`src/rtl/contador_vai_vem_modo.sv`:
```
// Bounded up/down counter with variable step and saturating, cyclic and ping-pong modes.
// Ping-pong direction is held in a two-state FSM; estouro flags clamp, wrap and bounce events.
module contador_vai_vem_modo #(
    parameter int unsigned M = 100,
    parameter int unsigned N = 7,
    parameter int unsigned S = 7
) (
    input  logic         clock,
    input  logic         zera_as,
    input  logic         zera_s,
    input  logic         carrega,
    input  logic [N-1:0] D,
    input  logic [1:0]   modo,
    input  logic         vai,
    input  logic         vem,
    input  logic         conta,
    input  logic [S-1:0] passo,
    output logic [N-1:0] Q,
    output logic         sentido,
    output logic         estouro,
    output logic         fim,
    output logic         meio,
    output logic         inicio
);

    // One extra bit so Q+p and Q+M-p never overflow.
    localparam int unsigned W = N + 1;
    localparam logic [W-1:0] MAX_Q  = W'(M - 1);
    localparam logic [W-1:0] MOD_Q  = W'(M);
    localparam logic [N-1:0] FIM_Q  = N'(M - 1);
    localparam logic [N-1:0] MEIO_Q = N'(M / 2 - 1);

    localparam logic [1:0] MODO_SATURA = 2'b00;
    localparam logic [1:0] MODO_CICLO  = 2'b01;
    localparam logic [1:0] MODO_PINGUE = 2'b10;

    typedef enum logic {
        DESCENDO = 1'b0,
        SUBINDO  = 1'b1
    } estado_t;

    estado_t      estado, estado_nxt;
    logic [N-1:0] q_r, q_nxt;
    logic         estouro_r, estouro_nxt;

    logic [W-1:0] q_ext;
    logic [W-1:0] p_ext;
    logic [W-1:0] d_ext;
    logic [W-1:0] soma;
    logic         so_vai;
    logic         so_vem;

    // Effective step is clamped to M-1.
    always_comb begin
        if (32'(passo) > (M - 1)) begin
            p_ext = MAX_Q;
        end else begin
            p_ext = W'(passo);
        end
    end

    assign q_ext  = W'(q_r);
    assign d_ext  = W'(D);
    assign soma   = q_ext + p_ext;
    assign so_vai = vai & ~vem;
    assign so_vem = vem & ~vai;

    always_ff @(posedge clock or posedge zera_as) begin
        if (zera_as) begin
            estado    <= SUBINDO;
            q_r       <= '0;
            estouro_r <= 1'b0;
        end else begin
            estado    <= estado_nxt;
            q_r       <= q_nxt;
            estouro_r <= estouro_nxt;
        end
    end

    // Next count, direction and event; clear beats load beats the mode action.
    always_comb begin
        estado_nxt  = estado;
        q_nxt       = q_r;
        estouro_nxt = 1'b0;

        if (zera_s) begin
            q_nxt      = '0;
            estado_nxt = SUBINDO;
        end else if (carrega) begin
            if (d_ext > MAX_Q) begin
                q_nxt = FIM_Q;
            end else begin
                q_nxt = D;
            end
        end else if (p_ext != '0) begin
            case (modo)
                MODO_SATURA: begin
                    if (so_vai) begin
                        if (soma > MAX_Q) begin
                            q_nxt       = FIM_Q;
                            estouro_nxt = 1'b1;
                        end else begin
                            q_nxt = N'(soma);
                        end
                    end else if (so_vem) begin
                        if (q_ext < p_ext) begin
                            q_nxt       = '0;
                            estouro_nxt = 1'b1;
                        end else begin
                            q_nxt = N'(q_ext - p_ext);
                        end
                    end
                end
                MODO_CICLO: begin
                    if (so_vai) begin
                        if (soma > MAX_Q) begin
                            q_nxt       = N'(soma - MOD_Q);
                            estouro_nxt = 1'b1;
                        end else begin
                            q_nxt = N'(soma);
                        end
                    end else if (so_vem) begin
                        if (q_ext < p_ext) begin
                            q_nxt       = N'(q_ext + MOD_Q - p_ext);
                            estouro_nxt = 1'b1;
                        end else begin
                            q_nxt = N'(q_ext - p_ext);
                        end
                    end
                end
                MODO_PINGUE: begin
                    if (conta) begin
                        case (estado)
                            SUBINDO: begin
                                if (soma >= MAX_Q) begin
                                    q_nxt       = FIM_Q;
                                    estado_nxt  = DESCENDO;
                                    estouro_nxt = 1'b1;
                                end else begin
                                    q_nxt = N'(soma);
                                end
                            end
                            default: begin
                                if (q_ext <= p_ext) begin
                                    q_nxt       = '0;
                                    estado_nxt  = SUBINDO;
                                    estouro_nxt = 1'b1;
                                end else begin
                                    q_nxt = N'(q_ext - p_ext);
                                end
                            end
                        endcase
                    end
                end
                default: ;
            endcase
        end
    end

    assign Q       = q_r;
    assign sentido = (estado == SUBINDO);
    assign estouro = estouro_r;

    // Position decodes follow Q directly.
    assign fim    = (q_r == FIM_Q);
    assign meio   = (q_r == MEIO_Q);
    assign inicio = (q_r == '0);

endmodule
```
`config.mk`:
```
export PLATFORM = sky130hd
export DESIGN_NAME = contador_vai_vem_modo
export DESIGN_NICKNAME = d
export VERILOG_FILES = /design/src/rtl/contador_vai_vem_modo.sv
export SDC_FILE = /design/constraint.sdc
export NUM_CORES = 1
export LEC_CHECK = 0
export BUFFER_PORTS_ARGS = -buffer_cell sky130_fd_sc_hd__buf_2
export CAP_MARGIN = 0
export CORE_ASPECT_RATIO = 0.75
export CORE_UTILIZATION = 30
export CTS_CLUSTER_SIZE = 12
export DETAILED_ROUTE_END_ITERATION = 12
export GPL_ROUTABILITY_DRIVEN = 0
export HOLD_SLACK_MARGIN = 0.1
export PLACE_DENSITY = 0.48
export SYNTH_ARGS = -nofsm -noshare
export SYNTH_HDL_FRONTEND = slang
export SYNTH_SLANG_ARGS = --single-unit
```
`constraint.sdc`:
```
create_clock -name clock -period 2.95 [get_ports clock]
set_clock_uncertainty 0.2 [all_clocks]
set_input_delay 0.59 -clock clock [delete_from_list [all_inputs] [get_ports clock]]
set_output_delay 0.59 -clock clock [all_outputs]
set_load 0.005 [all_outputs]
```
==> metrics.cfg <==
[layout]
nets = 511
drive_gt1_share_pct = 44.0
final_cells = 557
final_common_cell = buf_4
syn2layout_area_growth_pct = 54.1
n_antenna_cell = 0
most-common-layout-cells = buf_4 (97), inv_1 (33), buf_2 (32)

[setup_path]
critical_path.cell_chain = buf_8 -> nor3_4 -> nor2_2 -> or2_4 -> ha_4 -> a21oi_4 -> o21bai_1 -> xnor2_1 -> inv_1 -> ha_2 -> inv_2 -> nor2_1 -> mux2_4 -> o211a_4 -> and4_4 -> or3_4 -> o21ai_2
rrSetupSlack_ns = -0.19
end_kind = register
r2r-start = Q[3]
worstPathMaxFanout = 3
path_buf_inv = 3
r2r_cells = 12
rr_endpoint = Q[5]
critPathLaunchType = input port
cp.arrival_ns = 3.47
slowest_stage = or3_4
path_class = in2reg
crit_family = simple AND/OR/NAND/NOR gates
cp_slowest_stage_delay_ns = 0.33
cp.required_ns = 2.92

[global_route]
antenna_found_initial = 0
grt_max_degree = 14
overflow = 0
grt_use_total_pct = 24.2
grt_pass1_wl_mm = 15.7
grt_pass1_vias = 2941

[sta]
worst_slew_pin_slew_ns = 0.485
hold_viol = 0
rsz0062_at_grt = yes
post-route-worst-setup-slack_ns = -0.555
fmax_mhz = 285
min_period_over_period_pct = 119
drv_slew = 0
setup_tns_ns = -4.24
fin_crit_ns = 3.50
slew-limit-headroom_pct = 67.2
setup_viol = 9

[die]
row_count = 28
ios = 35
core_area_um2 = 7880
initial_core_util_pct = 30.9
fp.dieH_um = 80.1
die_x_um = 106
die_area_um2 = 8490

[route]
drtIter0Drc = 299
firstDrtPassIters = 5
drc_errors = 0
vias_per_cell = 5.50
routed_wirelength_mm = 10.1
dr_total_vias = 3065
routedWlPerCell_um = 18.2
ant_nets = 0

[clocking]
path_clk_slew_ns = 0.06
cts_tree = done
clockBufferDepth = 2
clk_root_buffer_cell = clkbuf_8
ctsHoldBuffers = 0
cts.sinks = 9
htree_levels = 1
cts_buffers = 3
worstSkewPairLatency_ns = 0.25

[synthesis]
syn_inst = 327
yosys_warnings = 0
ys_top_cells_by_area = ha_1 (15%), dfrtp_1 (8.2%), inv_1 (5.4%)
syn_nets = 385
synth_flop_cell = dfrtp_1
ys_ff_latch = 9
synth_area_um2 = 2440
synth.top_cell.area_share_pct = 14.9
synth-adder-area-share_pct = 19.8
synth_mux_area_share_pct = 2.16
synth_top_family_by_area = compound AO/OA/AOI/OAI gates
syn_area_per_cell_um2 = 7.45
yosys.area.top_type = ha_1
synthDistinctLibCells = 68
synth-simple-area-share_pct = 22.4
synth-compound-area-share_pct = 31.8
synth-xor-area-share_pct = 4.31
synth_edf_count = 0
seq_area_frac_synth_pct = 9.29
async_flop_share_pct = 100

[run]
maxCapViolCount = 0

[placed_design]
place_inst = 544
place_hpwl_mm = 8.11
io_buffer_count = 34

[outcome]
violations = setup timing
status = finished with violations

[pwr]
leakagePower_nw = 1.78
worst_ir_drop_vdd_v = 0.000173
p_per_area_nw_per_um2 = 472

[hold_path]
hold_path_class = in2async

==> logic make-up (layout without fill, tap and decap cells) <==
kind of cell / after synthesis / after routing
compound gates: 109 / 109
xor+xnor: 12 / 12
fa+ha+maj: 35 / 35
buf+inv: 51 / 176
flops: 9 / 9
mux: 5 / 5
simple gates: 106 / 106
==> registers in the layout (all words and copies together) (netlist names) <==
register  cells
Q             7
estouro       1
sentido       1
==> area by class of cell <==
cell class,instances,area (um^2)
well taps,105,131
clock buffers,4,45.0
fillers,783,4130
inverters,37,139
repair buffers,135,960
flip-flops and latches,9,226
multi-input cells,267,2250
==> synthesized netlist by cell type, types with 5 or more instances <==
library cell and n:
a211o_1 6, fa_1 6, a31oi_1 6, nor2b_1 8
nand3_1 9, a211oi_1 7, nand2_1 28, dfrtp_1 8
ha_1 29, xnor2_1 7, nand4_1 5, o21ai_0 11
o211ai_1 7, o21a_1 5, nor2_1 19, a21oi_1 22
nor3_1 10, xor2_1 5, inv_1 35
==> where the power goes <==
group	switching (W)	leakage (nW)	internal, W
registers	0.0000217	0.116	0.000138
logic	0.000753	1.64	0.000699
clock network	0.0000658	0.0228	0.0000954
total	0.000841	1.78	0.000932
==> worst max-delay path by stage <==
stage | from | endpoint | slack (ns) | depth (start not counted)
final | passo[2] | Q[5] | -0.55 | 17
after global routing | passo[2] | Q[0] | -0.71 | 17
after CTS | passo[2] | Q[0] | -0.51 | 17
after detailed placement | passo[2] | Q[5] | -1.01 | 15
after global placement | passo[2] | Q[5] | -0.96 | 15
after floorplan | passo[2] | Q[5] | -0.60 | 16
==> stage by stage <==
stage	cell area, um^2	total power (W)	util, %	hold slack (ns)	setup WS, ns
floorplan	2540	0.000859	-	0.217	-0.599
global placement	3410	0.00139	43.3	0.419	-0.959
detailed placement	3410	0.00139	43.3	0.419	-1.01
CTS	3700	0.00170	47.0	0.158	-0.512
global route	3760	0.00187	47.7	0.171	-0.712
finish	3760	0.00177	47.7	0.132	-0.555
==> metal layers <==
| metal | vias up | GRT usage [%] | part of all wire [%] |
|---|---|---|---|
| li1 | 1457 | - | - |
| met5 | - | 0 | 0 |
| met4 | 0 | 4.72 | 2.3 |
| met1 | 1426 | 34.3 | 45 |
| met3 | 18 | 2.84 | 8.4 |
| met2 | 164 | 39.5 | 44 |
==> repair_timing <==
action / 4_1_cts / 5_1_grt
cloned: 0 / 0
gates resized for setup: 42 / 11
endpoints found under the setup margin: 9 / 9
buffers inserted: 8 / 1
pin swaps: 33 / 14
Power figures use the tool's default switching activity.
